<file path="src/rtl/grad_dir_scheduler_pkg.sv">
// Shared widths, direction codes and FSM encoding for the gradient direction scheduler.
package grad_dir_scheduler_pkg;
  localparam int PIXEL_W = 12;
  localparam int GRAD_W  = PIXEL_W + 5;
  localparam int NUM_DIR = 4;
  localparam int NUM_TAP = 5;
  localparam int WIN_W   = NUM_TAP * PIXEL_W;

  localparam logic [1:0] DIR_N = 2'd0;
  localparam logic [1:0] DIR_E = 2'd1;
  localparam logic [1:0] DIR_S = 2'd2;
  localparam logic [1:0] DIR_W = 2'd3;

  typedef enum logic [1:0] {ST_IDLE, ST_EVAL, ST_DONE} state_e;

  typedef struct packed {
    logic [1:0]        dir;
    logic [GRAD_W-1:0] grad;
    logic              none;
  } result_t;

  // Pixel k (0 = e1) of a packed five-pixel window.
  function automatic logic [PIXEL_W-1:0] win_tap(input logic [WIN_W-1:0] w, input int k);
    return w[k*PIXEL_W +: PIXEL_W];
  endfunction
endpackage

</file>
<file path="src/rtl/grad_dir_scheduler_if.sv">
// Window-in / result-out handshakes plus the link to the shared gradient unit.
interface grad_dir_scheduler_if;
  import grad_dir_scheduler_pkg::*;

  logic               in_valid;
  logic               in_ready;
  logic [PIXEL_W-1:0] mean_in;
  logic [WIN_W-1:0]   win_n;
  logic [WIN_W-1:0]   win_e;
  logic [WIN_W-1:0]   win_s;
  logic [WIN_W-1:0]   win_w;
  logic [3:0]         dir_mask;
  logic [PIXEL_W-1:0] g_e1;
  logic [PIXEL_W-1:0] g_e2;
  logic [PIXEL_W-1:0] g_e3;
  logic [PIXEL_W-1:0] g_e4;
  logic [PIXEL_W-1:0] g_e5;
  logic [PIXEL_W-1:0] g_mean;
  logic [GRAD_W-1:0]  g_grad;
  logic               out_valid;
  logic               out_ready;
  logic [1:0]         dir_sel;
  logic [GRAD_W-1:0]  grad_min;
  logic               none_valid;

  modport master (
    output in_valid, mean_in, win_n, win_e, win_s, win_w, dir_mask, g_grad, out_ready,
    input  in_ready, g_e1, g_e2, g_e3, g_e4, g_e5, g_mean, out_valid, dir_sel, grad_min,
           none_valid
  );

  modport slave (
    input  in_valid, mean_in, win_n, win_e, win_s, win_w, dir_mask, g_grad, out_ready,
    output in_ready, g_e1, g_e2, g_e3, g_e4, g_e5, g_mean, out_valid, dir_sel, grad_min,
           none_valid
  );
endinterface

</file>
<file path="src/rtl/grad_dir_scheduler_min_cmp.sv">
// Registered running-minimum tracker; strict less-than keeps the earliest index on ties.
module grad_min_cmp
  import grad_dir_scheduler_pkg::*;
(
  input  logic              clk,
  input  logic              rst,
  input  logic              clear_i,
  input  logic              en_i,
  input  logic [GRAD_W-1:0] grad_i,
  input  logic [1:0]        idx_i,
  output logic [GRAD_W-1:0] min_o,
  output logic [1:0]        min_dir_o,
  output logic              found_o
);
  logic [GRAD_W-1:0] min_q, min_d;
  logic [1:0]        dir_q, dir_d;
  logic              found_q, found_d;

  always_comb begin
    min_d   = min_q;
    dir_d   = dir_q;
    found_d = found_q;
    if (clear_i) begin
      min_d   = '1;
      dir_d   = DIR_N;
      found_d = 1'b0;
    end else if (en_i && (!found_q || grad_i < min_q)) begin
      min_d   = grad_i;
      dir_d   = idx_i;
      found_d = 1'b1;
    end
  end

  always_ff @(posedge clk) begin
    if (!rst) begin
      min_q   <= '1;
      dir_q   <= DIR_N;
      found_q <= 1'b0;
    end else begin
      min_q   <= min_d;
      dir_q   <= dir_d;
      found_q <= found_d;
    end
  end

  assign min_o     = min_q;
  assign min_dir_o = dir_q;
  assign found_o   = found_q;
endmodule

</file>
<file path="src/rtl/grad_dir_scheduler.sv">
// Time-multiplexes one external weighted-gradient unit over the N/E/S/W windows
// and reports the direction with the smallest gradient.
module grad_dir_scheduler
  import grad_dir_scheduler_pkg::*;
(
  input  logic clk,
  input  logic rst,
  grad_dir_scheduler_if.slave bus
);
  state_e                          state_q, state_d;
  logic [1:0]                      idx_q, idx_d;
  logic [PIXEL_W-1:0]              mean_q;
  logic [NUM_DIR-1:0][WIN_W-1:0]   win_q;
  logic [NUM_DIR-1:0]              mask_q;
  logic                            accept;
  logic                            cmp_en;
  logic [GRAD_W-1:0]               cmp_min;
  logic [1:0]                      cmp_dir;
  logic                            cmp_found;
  logic [1:0]                      sel;
  logic [WIN_W-1:0]                cur_win;
  result_t                         res;

  always_comb begin
    state_d = state_q;
    idx_d   = idx_q;
    accept  = 1'b0;
    unique case (state_q)
      ST_IDLE: begin
        if (bus.in_valid) begin
          accept  = 1'b1;
          idx_d   = 2'd0;
          state_d = ST_EVAL;
        end
      end
      ST_EVAL: begin
        idx_d = idx_q + 2'd1;
        if (idx_q == 2'd3) state_d = ST_DONE;
      end
      ST_DONE: begin
        // Release goes straight to IDLE; the next accept is a cycle later.
        if (bus.out_ready) state_d = ST_IDLE;
      end
      default: state_d = ST_IDLE;
    endcase
  end

  always_ff @(posedge clk) begin
    if (!rst) begin
      state_q <= ST_IDLE;
      idx_q   <= 2'd0;
      mean_q  <= '0;
      win_q   <= '0;
      mask_q  <= '0;
    end else begin
      state_q <= state_d;
      idx_q   <= idx_d;
      if (accept) begin
        mean_q   <= bus.mean_in;
        win_q[0] <= bus.win_n;
        win_q[1] <= bus.win_e;
        win_q[2] <= bus.win_s;
        win_q[3] <= bus.win_w;
        mask_q   <= bus.dir_mask;
      end
    end
  end

  assign cmp_en = (state_q == ST_EVAL) && mask_q[idx_q];

  grad_min_cmp u_cmp (
    .clk       (clk),
    .rst       (rst),
    .clear_i   (accept),
    .en_i      (cmp_en),
    .grad_i    (bus.g_grad),
    .idx_i     (idx_q),
    .min_o     (cmp_min),
    .min_dir_o (cmp_dir),
    .found_o   (cmp_found)
  );

  // Outside EVAL the unit sees the latched N window so its inputs stay deterministic.
  assign sel     = (state_q == ST_EVAL) ? idx_q : DIR_N;
  assign cur_win = win_q[sel];

  assign bus.g_e1   = win_tap(cur_win, 0);
  assign bus.g_e2   = win_tap(cur_win, 1);
  assign bus.g_e3   = win_tap(cur_win, 2);
  assign bus.g_e4   = win_tap(cur_win, 3);
  assign bus.g_e5   = win_tap(cur_win, 4);
  assign bus.g_mean = mean_q;

  always_comb begin
    res = '{dir: DIR_N, grad: '0, none: 1'b0};
    if (state_q == ST_DONE) begin
      if (cmp_found) begin
        res.dir  = cmp_dir;
        res.grad = cmp_min;
      end else begin
        res.grad = '1;
        res.none = 1'b1;
      end
    end
  end

  assign bus.in_ready   = (state_q == ST_IDLE);
  assign bus.out_valid  = (state_q == ST_DONE);
  assign bus.dir_sel    = res.dir;
  assign bus.grad_min   = res.grad;
  assign bus.none_valid = res.none;
endmodule
</file>
<file path="src/flat_wrapper.sv">
// flat-port wrapper written by rule: the top's interface ports become plain ports
module grad_dir_scheduler_flat import grad_dir_scheduler_pkg::*;
  (clk, rst, bus_in_valid, bus_mean_in, bus_win_n, bus_win_e, bus_win_s, bus_win_w, bus_dir_mask, bus_g_grad, bus_out_ready, bus_in_ready, bus_g_e1, bus_g_e2, bus_g_e3, bus_g_e4, bus_g_e5, bus_g_mean, bus_out_valid, bus_dir_sel, bus_grad_min, bus_none_valid);
  grad_dir_scheduler_if bus_i ();
  input  logic clk;
  input  logic rst;
  input wire logic [$bits(bus_i.in_valid)-1:0] bus_in_valid;
  input wire logic [$bits(bus_i.mean_in)-1:0] bus_mean_in;
  input wire logic [$bits(bus_i.win_n)-1:0] bus_win_n;
  input wire logic [$bits(bus_i.win_e)-1:0] bus_win_e;
  input wire logic [$bits(bus_i.win_s)-1:0] bus_win_s;
  input wire logic [$bits(bus_i.win_w)-1:0] bus_win_w;
  input wire logic [$bits(bus_i.dir_mask)-1:0] bus_dir_mask;
  input wire logic [$bits(bus_i.g_grad)-1:0] bus_g_grad;
  input wire logic [$bits(bus_i.out_ready)-1:0] bus_out_ready;
  output wire logic [$bits(bus_i.in_ready)-1:0] bus_in_ready;
  output wire logic [$bits(bus_i.g_e1)-1:0] bus_g_e1;
  output wire logic [$bits(bus_i.g_e2)-1:0] bus_g_e2;
  output wire logic [$bits(bus_i.g_e3)-1:0] bus_g_e3;
  output wire logic [$bits(bus_i.g_e4)-1:0] bus_g_e4;
  output wire logic [$bits(bus_i.g_e5)-1:0] bus_g_e5;
  output wire logic [$bits(bus_i.g_mean)-1:0] bus_g_mean;
  output wire logic [$bits(bus_i.out_valid)-1:0] bus_out_valid;
  output wire logic [$bits(bus_i.dir_sel)-1:0] bus_dir_sel;
  output wire logic [$bits(bus_i.grad_min)-1:0] bus_grad_min;
  output wire logic [$bits(bus_i.none_valid)-1:0] bus_none_valid;
  assign bus_i.in_valid = bus_in_valid;
  assign bus_i.mean_in = bus_mean_in;
  assign bus_i.win_n = bus_win_n;
  assign bus_i.win_e = bus_win_e;
  assign bus_i.win_s = bus_win_s;
  assign bus_i.win_w = bus_win_w;
  assign bus_i.dir_mask = bus_dir_mask;
  assign bus_i.g_grad = bus_g_grad;
  assign bus_i.out_ready = bus_out_ready;
  assign bus_in_ready = bus_i.in_ready;
  assign bus_g_e1 = bus_i.g_e1;
  assign bus_g_e2 = bus_i.g_e2;
  assign bus_g_e3 = bus_i.g_e3;
  assign bus_g_e4 = bus_i.g_e4;
  assign bus_g_e5 = bus_i.g_e5;
  assign bus_g_mean = bus_i.g_mean;
  assign bus_out_valid = bus_i.out_valid;
  assign bus_dir_sel = bus_i.dir_sel;
  assign bus_grad_min = bus_i.grad_min;
  assign bus_none_valid = bus_i.none_valid;
  grad_dir_scheduler u_core (.clk(clk), .rst(rst), .bus(bus_i));
endmodule
</file>
<file path="config.mk">
export PLATFORM = sky130hd
export DESIGN_NAME = grad_dir_scheduler_flat
export DESIGN_NICKNAME = d
export VERILOG_FILES = /design/src/rtl/grad_dir_scheduler_pkg.sv /design/src/rtl/grad_dir_scheduler_if.sv /design/src/rtl/grad_dir_scheduler_min_cmp.sv /design/src/rtl/grad_dir_scheduler.sv /design/src/flat_wrapper.sv
export SDC_FILE = /design/constraint.sdc
export NUM_CORES = 1
export LEC_CHECK = 0
export CAP_MARGIN = 30
export CORE_ASPECT_RATIO = 0.75
export CORE_MARGIN = 8
export CORE_UTILIZATION = 38
export CTS_CLUSTER_DIAMETER = 80
export CTS_CLUSTER_SIZE = 40
export DETAILED_ROUTE_END_ITERATION = 12
export DONT_BUFFER_PORTS = 1
export PLACE_DENSITY = 0.58
export SLEW_MARGIN = 5
export SYNTH_ARGS = -nofsm -noshare
export SYNTH_HDL_FRONTEND = slang
export SYNTH_HIERARCHICAL = 1
export SYNTH_SLANG_ARGS = --single-unit
</file>
<file path="constraint.sdc">
create_clock -name clk -period 2.2 [get_ports clk]
set_input_delay 0.44 -clock clk [delete_from_list [all_inputs] [get_ports clk]]
set_output_delay 0.44 -clock clk [all_outputs]
set_load 0.02 [all_outputs]
</file>
==> impl_metrics.env <==
export IMPL_holdPathEnd="u_core/win_q[109]"
export IMPL_fillers=3341
export IMPL_dpl_cell_area_um2=14000
export IMPL_final_common_cell="nand2_1"
export IMPL_fin_skew_ns=0.0268
export IMPL_crit_required_ns=1.76
export IMPL_fmax_mhz=418
export IMPL_core_um2=34500
export IMPL_grt_pass1_vias=11100
export IMPL_gp_congestion=0.801
export IMPL_vias=11500
export IMPL_synth_seq_area_share_pct=42.2
export IMPL_chipWidth_um=232
export IMPL_placed_cells=2047
export IMPL_ff2ff_path_depth=8
export IMPL_drt_iter0_drc=878
export IMPL_clock_sinks=280
export IMPL_syn_inst=1632
export IMPL_tritoncts_num_buffers=14
export IMPL_synth_distinct_cells=46
export IMPL_synthFlopType="dfxtp_1"
export IMPL_tns_ns=-8.80
export IMPL_worst_r2r_setup_slack_ns=0.02
export IMPL_dieArea_um2=41300
export IMPL_path_cells="buf_12 > clkbuf_16 > mux2_4 > o22ai_2 > a21oi_2 > buf_4"
export IMPL_drt_antenna_violating_nets=0
export IMPL_io_pin_count=371
export IMPL_syn_num_nets=1926
export IMPL_min_from="bus_win_e[49]"
export IMPL_worst_setup_path_end_kind="output port"
export IMPL_crit_fanout=6
export IMPL_tightest_slew_ns=0.689
export IMPL_hold_slack_ns=0.0251
export IMPL_grt_antenna_before_repair=5
export IMPL_fin_area_um2=16300
export IMPL_crit_type="reg -> out"
export IMPL_max_stage_delay_ns=0.41
export IMPL_r2r_end="u_core/u_cmp/min_o[3]"
export IMPL_viasPerCell=5.43
export IMPL_cap_violations=0
export IMPL_initial_core_util_pct=38.5
export IMPL_finalSetupViolations=60
export IMPL_wl_per_cell_um=22.0
export IMPL_crit_path_start_kind="flop"
export IMPL_h_tree_depth=1
export IMPL_fin_ws_ns=-0.190
export IMPL_track_usage_pct=20.1
export IMPL_slew_headroom_pct=54.1
export IMPL_drive_above_1_share_pct=18.8
export IMPL_placementRows=59
export IMPL_gr_max_usage_layer="met2"
export IMPL_grt_overflow=0
export IMPL_grt_max_degree=263
export IMPL_drt_pass1_iterations=5
export IMPL_crit_slowest_cell="dfxtp_4"
export IMPL_route_detailed_drc=0
export IMPL_finalNonFillerCells=2125
export IMPL_power_per_cell_area_nw_per_um2=671
export IMPL_rsz0062_at_grt="yes"
export IMPL_final_max_slew_viol_count=0
export IMPL_critPathArrivalTime_ns=1.95
export IMPL_die_h_um=178
export IMPL_globalRouteMet3Util_pct=5.10
export IMPL_layout_common_cells="518 x nand2_1, 276 x dfxtp_1, 230 x a21boi_1"
export IMPL_multi_input_area_um2=7520
export IMPL_syn2layout_area_growth_pct=22.4
export IMPL_finalHoldViolCount=0
export IMPL_synth_warnings=6
export IMPL_port_buffers=0
export IMPL_finalNetCount=1952
export IMPL_ys_async_sr_fraction_pct=0
export IMPL_cts_tree="done"
export IMPL_postRouteWirelength_mm=46.7
export IMPL_fin_crit_sh_pct=109
export IMPL_whs_path_depth=2
export IMPL_root_buffer="clkbuf_16"
export IMPL_grt_pass1_wl_mm=65.9
export IMPL_yosysTopAreaCellShare_pct=42.2
export IMPL_fin_util_pct=47.1
export IMPL_p_leak_nw=6.44
export IMPL_synth_largest_area_cell="dfxtp_1"
export IMPL_worst_skew_pair_late_latency_ns=0.53
export IMPL_clock_tree_buffer_depth=3
export IMPL_vdd_ir_drop_worst_uv=626
export IMPL_period_needed_ns=2.39
export IMPL_hpwl_mm=28.8
export IMPL_failed_checks="negative setup slack"
export IMPL_status="finished with violations"
export IMPL_cts_reportedPaths_clkPinSlew_ns=0.13
export IMPL_synth_seq_cells=280
export IMPL_synth_area_per_cell_um2=8.14
export IMPL_globalRouteMet2Util_pct=32.4
export IMPL_syn_area_um2=13300
export IMPL_r2r_start="u_core/idx_q[0]"
export IMPL_hold_path_class="in -> reg"
export IMPL_grtUsageMet1_pct=27.0
export IMPL_synth_edf_count=0
export IMPL_yosys_top_cells_area="dfxtp_1 42%, nand2_1 15%, a21boi_1 13%"
export IMPL_regArea_um2=5620
[flip-flops by register name, indices dropped and copies added, names as in the netlist]
name and flops:
u_core/state_q 2, u_core/idx_q 2, u_core/bus.g_mean 12, u_core/win_q 240, u_core/u_cmp/found_o 1, u_core/u_cmp/min_dir_o 2
u_core/u_cmp/min_o 17, u_core/mask_q 4
[critical path: cells and delay by family, from the launching register on]
family | cells | cell delay, ns
AO/OA/AOI/OAI | 2 | 0.18
buffers and inverters | 3 | 0.52
flip-flops | 1 | 0.41
multiplexers | 1 | 0.31
[area by class of cell]
type                    count  share of cell area, %
inverters                  38                  0.939
flip-flops and latches    280                   34.5
repair buffers            146                   11.5
diodes                      2                 0.0308
clock inverters             9                  0.901
well taps                 457                   3.52
clock buffers              15                   2.31
multi-input cells        1178                   46.3
[metal layers]
metal  routed length, um  part of all wire (%)
met5                  41                 0.088
met4                 901                   1.9
met3                3180                   6.8
met2               21700                    46
met1               20900                    45
[metrics by stage]
step,setup WS (ns),total power [mW]
floorplan,0.0542,6.79
finish,-0.190,10.9
CTS,-0.279,10.7
global route,-0.268,11.4
detailed placement,0.134,7.16
global placement,0.130,7.12
[worst max path at each step]
stage / from / endpoint / cells after the start
final: u_core/idx_q[0] / bus_g_e4[3] / 6
after floorplan: u_core/state_q[0] / u_core/u_cmp/min_dir_o[0] / 10
after global placement: u_core/idx_q[0] / bus_g_e5[2] / 2
after global routing: u_core/idx_q[1] / bus_g_e1[1] / 7
after detailed placement: bus_g_grad[10] / u_core/u_cmp/min_o[4] / 7
after CTS: u_core/idx_q[0] / bus_g_e4[7] / 7
[power by group]
| part | internal [mW] | total [mW] | switching [mW] |
|---|---|---|---|
| clock network | 1.41 | 3.40 | 2.00 |
| logic | 0.924 | 1.96 | 1.04 |
| registers | 5.35 | 5.55 | 0.200 |
[synthesized netlist by cell type, drive strengths merged (2+ instances only)]
cell type	instances
a21o	5
nor2	56
inv	37
a22oi	2
o21ai	3
and3	5
mux2i	37
o22ai	89
nand4	2
mux2	44
clkbuf	83
nor2b	3
and2	2
a221o	16
a21oi	63
dlygate4sd1	2
a21boi	256
nand2b	47
buf	52
nand2	518
dfxtp	280
ha	17
[cell families (layout without fill, tap and decap cells)]
family	Yosys count	after routing	share of synthesized area, %
simple gates	639	640	19.5
fa+ha+maj	17	17	1.60
other cells	0	2	0
mux	82	82	6.69
compound gates	439	439	23.1
flops	280	280	42.2
buf+inv	175	208	6.89
[repair_timing]
| action | in CTS | in global routing |
|---|---|---|
| gates resized for setup | 66 | 140 |
| buffers inserted | 15 | 7 |
| hold endpoints to repair | 9 | 1 |
| endpoints found under the setup margin | 78 | 71 |
| cloned | 11 | 12 |
| hold buffers | 9 | 1 |
| pin swaps | 9 | 26 |
(Power assumes the default switching activity.)
